**src/rtl/fp_div_sqrt_scheduler_pkg.sv**
```systemverilog
// Shared FPU types for the divide/sqrt scheduler.
//   FDivSqrtReqPath    : operands and tag captured from the granted thread
//   FDivSqrtSchedState : scheduler FSM states
//   fdiv_sqrt_eff_rhs  : rhs as seen by the unit (forced to 0 for sqrt)
package fp_div_sqrt_scheduler_pkg;

  // Widest tag the scheduler can carry; the top keeps only TAG_WIDTH bits of it.
  localparam int FDIV_MAX_TAG_WIDTH = 16;

  typedef struct packed {
    logic                          is_divide;
    logic [31:0]                   lhs;
    logic [31:0]                   rhs;
    logic [2:0]                    round_mode;
    logic [FDIV_MAX_TAG_WIDTH-1:0] tag;
  } FDivSqrtReqPath;

  typedef enum logic [1:0] {
    IDLE,
    ISSUE,
    WAIT,
    RESP
  } FDivSqrtSchedState;

  function automatic logic [31:0] fdiv_sqrt_eff_rhs(input logic is_divide,
                                                    input logic [31:0] rhs);
    return is_divide ? rhs : 32'h0;
  endfunction

endpackage

```
**src/rtl/fp_div_sqrt_rr_picker.sv**
```systemverilog
// Combinational round-robin picker.
//   req   : request vector
//   ptr   : index of the highest-priority requester this cycle
//   grant : one-hot grant (all zero when nothing is requested)
// The pointer register lives in the parent.
module fp_div_sqrt_rr_picker
  import fp_div_sqrt_scheduler_pkg::*;
#(
  parameter int NUM_REQ = 2,
  localparam int PTR_W  = $clog2(NUM_REQ)
) (
  input  logic [NUM_REQ-1:0] req,
  input  logic [PTR_W-1:0]   ptr,
  output logic [NUM_REQ-1:0] grant
);

  int   idx;
  logic found;

  // Scan from ptr upward with wrap-around; the first active request wins.
  always_comb begin
    grant = '0;
    found = 1'b0;
    idx   = 0;
    for (int k = 0; k < NUM_REQ; k++) begin
      idx = int'(ptr) + k;
      if (idx >= NUM_REQ) idx = idx - NUM_REQ;
      if (!found && req[idx]) begin
        grant[idx] = 1'b1;
        found      = 1'b1;
      end
    end
  end

endmodule

```
**src/rtl/fp_div_sqrt_scheduler.sv**
```systemverilog
// Shares one iterative FP divide/sqrt unit between the SMT threads.
//   clk, rst                    : clock, async active-high reset
//   req_*                       : per-thread request (valid/ready, op, operands, rm, tag)
//   flush                       : per-thread kill
//   unit_start / unit_*         : start pulse and operands to the unit (held until done)
//   unit_done / result / fflags : completion from the unit
//   resp_*                      : response to the owning thread (valid/ready)
module fp_div_sqrt_scheduler
  import fp_div_sqrt_scheduler_pkg::*;
#(
  parameter int NUM_THREADS = 2,
  parameter int TAG_WIDTH   = 6
) (
  input  logic                             clk,
  input  logic                             rst,
  input  logic [NUM_THREADS-1:0]           req_valid,
  output logic [NUM_THREADS-1:0]           req_ready,
  input  logic [NUM_THREADS-1:0]           req_is_divide,
  input  logic [NUM_THREADS*32-1:0]        req_lhs,
  input  logic [NUM_THREADS*32-1:0]        req_rhs,
  input  logic [NUM_THREADS*3-1:0]         req_rm,
  input  logic [NUM_THREADS*TAG_WIDTH-1:0] req_tag,
  input  logic [NUM_THREADS-1:0]           flush,
  output logic                             unit_start,
  output logic                             unit_is_divide,
  output logic [31:0]                      unit_lhs,
  output logic [31:0]                      unit_rhs,
  output logic [2:0]                       unit_rm,
  input  logic                             unit_done,
  input  logic [31:0]                      unit_result,
  input  logic [4:0]                       unit_fflags,
  output logic                             resp_valid,
  input  logic                             resp_ready,
  output logic [$clog2(NUM_THREADS)-1:0]   resp_thread,
  output logic [TAG_WIDTH-1:0]             resp_tag,
  output logic [31:0]                      resp_data,
  output logic [4:0]                       resp_fflags
);

  localparam int PTR_W = $clog2(NUM_THREADS);

  FDivSqrtSchedState    state;
  FDivSqrtReqPath       op_q;
  FDivSqrtReqPath       sel_req;
  logic [PTR_W-1:0]     rr_ptr;
  logic [PTR_W-1:0]     owner;
  logic [PTR_W-1:0]     sel_thread;
  logic [NUM_THREADS-1:0] grant;
  logic                 killed;
  logic [31:0]          res_data;
  logic [4:0]           res_fflags;
  logic                 accept;
  logic                 owner_flush;
  logic                 unused_tag_bits;

  fp_div_sqrt_rr_picker #(.NUM_REQ(NUM_THREADS)) u_picker (
    .req   (req_valid),
    .ptr   (rr_ptr),
    .grant (grant)
  );

  // Mux the granted thread's request fields; sqrt requests get rhs cleared here
  // so the unit never sees a stale divisor.
  always_comb begin
    sel_thread = '0;
    sel_req    = '0;
    for (int i = 0; i < NUM_THREADS; i++) begin
      if (grant[i]) begin
        sel_thread         = PTR_W'(i);
        sel_req.is_divide  = req_is_divide[i];
        sel_req.lhs        = req_lhs[i*32 +: 32];
        sel_req.rhs        = fdiv_sqrt_eff_rhs(req_is_divide[i], req_rhs[i*32 +: 32]);
        sel_req.round_mode = req_rm[i*3 +: 3];
        sel_req.tag        = FDIV_MAX_TAG_WIDTH'(req_tag[i*TAG_WIDTH +: TAG_WIDTH]);
      end
    end
  end

  // A thread flushing in the same cycle loses its grant slot for that cycle.
  // Gated by rst so nothing is offered while reset is held.
  assign req_ready   = (state == IDLE && !rst) ? (grant & ~flush) : '0;
  assign accept      = |req_ready;
  assign owner_flush = flush[owner];

  // Scheduler FSM. A killed op still waits for the unit's done so the unit is
  // never restarted while busy; that done is then dropped.
  always_ff @(posedge clk or posedge rst) begin
    if (rst) begin
      state      <= IDLE;
      op_q       <= '0;
      rr_ptr     <= '0;
      owner      <= '0;
      killed     <= 1'b0;
      res_data   <= '0;
      res_fflags <= '0;
      unit_start <= 1'b0;
      resp_valid <= 1'b0;
    end else begin
      case (state)
        IDLE: begin
          if (accept) begin
            op_q       <= sel_req;
            owner      <= sel_thread;
            rr_ptr     <= (sel_thread == PTR_W'(NUM_THREADS - 1)) ? '0 : sel_thread + 1'b1;
            killed     <= 1'b0;
            unit_start <= 1'b1;
            state      <= ISSUE;
          end
        end
        ISSUE: begin
          unit_start <= 1'b0;
          if (owner_flush) killed <= 1'b1;
          state <= WAIT;
        end
        WAIT: begin
          if (unit_done) begin
            killed <= 1'b0;
            if (killed || owner_flush) begin
              state <= IDLE;
            end else begin
              res_data   <= unit_result;
              res_fflags <= unit_fflags;
              resp_valid <= 1'b1;
              state      <= RESP;
            end
          end else if (owner_flush) begin
            killed <= 1'b1;
          end
        end
        RESP: begin
          if (owner_flush || resp_ready) begin
            resp_valid <= 1'b0;
            state      <= IDLE;
          end
        end
        default: state <= IDLE;
      endcase
    end
  end

  assign unit_is_divide  = op_q.is_divide;
  assign unit_lhs        = op_q.lhs;
  assign unit_rhs        = op_q.rhs;
  assign unit_rm         = op_q.round_mode;
  assign resp_thread     = owner;
  assign resp_tag        = op_q.tag[TAG_WIDTH-1:0];
  assign resp_data       = res_data;
  assign resp_fflags     = res_fflags;
  assign unused_tag_bits = ^op_q.tag;

endmodule

```
**config.mk**
```make
export PLATFORM = sky130hd
export DESIGN_NAME = fp_div_sqrt_scheduler
export DESIGN_NICKNAME = d
export VERILOG_FILES = /design/src/rtl/fp_div_sqrt_scheduler_pkg.sv /design/src/rtl/fp_div_sqrt_rr_picker.sv /design/src/rtl/fp_div_sqrt_scheduler.sv
export SDC_FILE = /design/constraint.sdc
export NUM_CORES = 1
export LEC_CHECK = 0
export ABC_CLOCK_PERIOD_IN_PS = 5900
export CORE_UTILIZATION = 39
export DETAILED_ROUTE_END_ITERATION = 7
export PLACE_DENSITY = 0.81
export SYNTH_ARGS = -nofsm -noshare
export SYNTH_HDL_FRONTEND = slang
export SYNTH_SLANG_ARGS = --single-unit
export TNS_END_PERCENT = 100
```
**constraint.sdc**
```tcl
create_clock -name clk -period 5.9 [get_ports clk]
set_input_delay 1.77 -clock clk [delete_from_list [all_inputs] [get_ports clk]]
set_output_delay 1.77 -clock clk [all_outputs]
set_load 0.02 [all_outputs]
```
==> results.cfg <==
[cells_and_area]
layout_common_cells = 308 x clkdlybuf4s50_1, 118 x dfrtp_1, 52 x inv_1
fillers = 1025
syn_to_final_growth_pct = 68.16
postLayoutCoreUtil_pct = 67.41
final_common_cell = clkdlybuf4s50_1
n_antenna_cell = 0
layout-drive-gt1-share_pct = 14.54
final_nets = 929

[global_route]
grt.total_usage_pct = 22.47
grt_pass1_vias = 4860
grt_antenna_before_repair = 0
grt_overflow_total = 0
grt_max_degree = 47
grt_pass1_wl_um = 24960

[worst_setup_path]
crit_path_start_kind = input pin
regToRegSetupSlack_ns = 3.34
crit_required_ns = 4.13
crit_path_top_delay_cell = clkdlybuf4s50_1
cp_max_fo = 4
crit_chain = clkdlybuf4s50_1 > nor2b_1 > and3_1 > clkdlybuf4s50_1
crit_type = in -> out
end_kind = primary output
crit_family = buffers and inverters
crit_buf_inv = 2
cp.arrival_ns = 3.43
cpMostUsedCell = clkdlybuf4s50_1
cpPeakStageDelay_ns = 0.63
cp-startpoint = rst
rr_startpoint = rr_ptr

[logic_synthesis]
syn_avg_cell_area_sq_um = 13.06
ys_warn_count = 0
synthesis.nets = 625
synth_top_area_share_pct = 53.07
netlist_area_sq_um = 5564
ys_ff_latch = 118
syn-instance-count = 426
ys_types = 32
yosysTopAreaCell = dfrtp_1
ys_seq_area_share_pct = 53.07
yosys-top-cells-area = dfrtp_1 53%, mux2_4 8.4%, mux2i_1 7.9%

[clock_tree]
htree_levels = 4
cts-root-buf = clkbuf_16
ctsHoldBuffers = 0
clk_pin_slew_ns = 0.05
clock-sinks = 118
ctsResizeCount = 0
cts_setup_buffers = 0
cts_made_buffers = 17
insertion_delay_ns = 0.41
cts_tree = done
cts_buffer_depth = 2

[timing]
fin_setup_tns_ns = 0
skew_ns = 0.01417
period_minus_slack_ns = 5.199
maxSlewHeadroom_pct = 22.04
rsz0062_at_grt = no
hold_viol = 0
fmax_mhz = 192.3
setup_viol = 0
max_slew.worst_pin.slew_ns = 1.169
setup_slack_ns = 0.7007
fin_crit_sh_pct = 88.12
maxSlewViolCount = 0
holdWs_ns = 0.4859

[routing]
drt_first_iter_violations = 153
post_drt_wl_per_cell_um = 17.89
final_antenna_net_count = 0
drt-total-wl_um = 16510
via_count = 4572
via_per_inst = 4.953
drt_pre_antenna_iters = 4
drc = 0

[min_path]
min-delay-start = unit_rhs[12]
hold_path.class = reg -> reg

[power]
finalPower_uw = 4788
irDropWorstVdd_mv = 0.2437
power_density_nw_per_um2 = 511.7
leakage_uw = 0.004452

[floorplan]
die-area_sq_um = 14750
die_h_um = 121.4
die_width_um = 121.4
core_sq_um = 13880
initial_utilization_pct = 40.08
num_rows = 43
io_pins = 309

[status]
status = completed

[placement]
dpl.hpwl_um = 12350
port_buffers = 308
gp_congestion = 0.7965
dp_slack_ns = 0.6999

[job]
maxCapViolCount = 0
logic make-up (layout without fill, tap and decap cells):
kind of cell,count (synthesis),in the layout,share of synthesized area (%)
AND/OR/NAND/NOR,18,18,2.159
flip-flops,118,118,53.07
AO/OA/AOI/OAI,89,89,12.64
adder cells (fa/ha/maj),6,6,1.349
multiplexers,114,114,24.17
buffers and inverters,81,398,6.611
stage by stage:
step / area [sq um] / std cells
floorplan: 5564 / 426
global placement: 8751 / 891
detailed placement: 8751 / 891
CTS: 9356 / 923
global route: 9356 / 923
finish: 9356 / 923
per-layer routing:
metal  wire, um  part of all wire (%)  GRT usage (%)  vias up
li1           -                     -              -     2123
met1       6180                    37          23.46     2214
met2       8730                    53          41.69      200
met3       1136                   6.9          5.968       35
met4        464                   2.8          10.03        0
met5          0                     0              0        -
area by class of cell:
class | instances | area (sq um) | area share, %
Sequential cell | 118 | 2953 | 31.56
Inverter | 53 | 201.4 | 2.153
Timing Repair Buffer | 313 | 3120 | 33.35
Tap cell | 180 | 225.2 | 2.407
Multi-Input combinational cell | 227 | 2251 | 24.06
Clock buffer | 17 | 425.4 | 4.547
Clock inverter | 15 | 180.2 | 1.926
path summary, 6_finish.rpt:
check,endpoint,depth (start not counted)
min in group asynchronous,rr_ptr,2
max in group asynchronous,resp_data[10],3
min,unit_rhs[12],1
max reg2reg,resp_tag[1],6
min reg2reg,unit_rhs[12],1
max,req_ready[1],4
power breakdown:
part	switching (uW)	internal (uW)	total (uW)
registers	239	1220	1460
logic	1080	1210	2290
clock network	375	665	1040
total	1690	3090	4790
sequential cells by signal, indices dropped and copies added, names as in the netlist:
signal,count
unit_is_divide,1
unit_rhs,32
resp_fflags,5
unit_start,1
resp_thread,1
state,2
resp_data,32
resp_tag,6
unit_rm,3
unit_lhs,32
killed,1
rr_ptr,1
resp_valid,1
synthesized netlist by cell type:
cell and count:
mux2_2 35, nor2b_1 1, dfrtp_1 118, buf_6 5
o21ai_0 4, a21oi_1 2, o21a_1 1, nor3b_1 2
o31a_1 1, nand2_4 1, clkbuf_1 10, inv_1 53
and3_1 2, a32oi_1 2, a22o_1 32, ha_1 6
mux2_4 31, nor3_4 1, nor2_1 5, nand2_1 2
a22oi_1 42, nand2b_1 1, o221ai_1 1, and2_1 2
buf_2 9, mux2_1 4, a211oi_1 2, buf_4 4
a21boi_2 1, a2bb2oi_1 1, nand2b_4 1, mux2i_1 44
No activity file was read; power rests on OpenSTA's default activity.
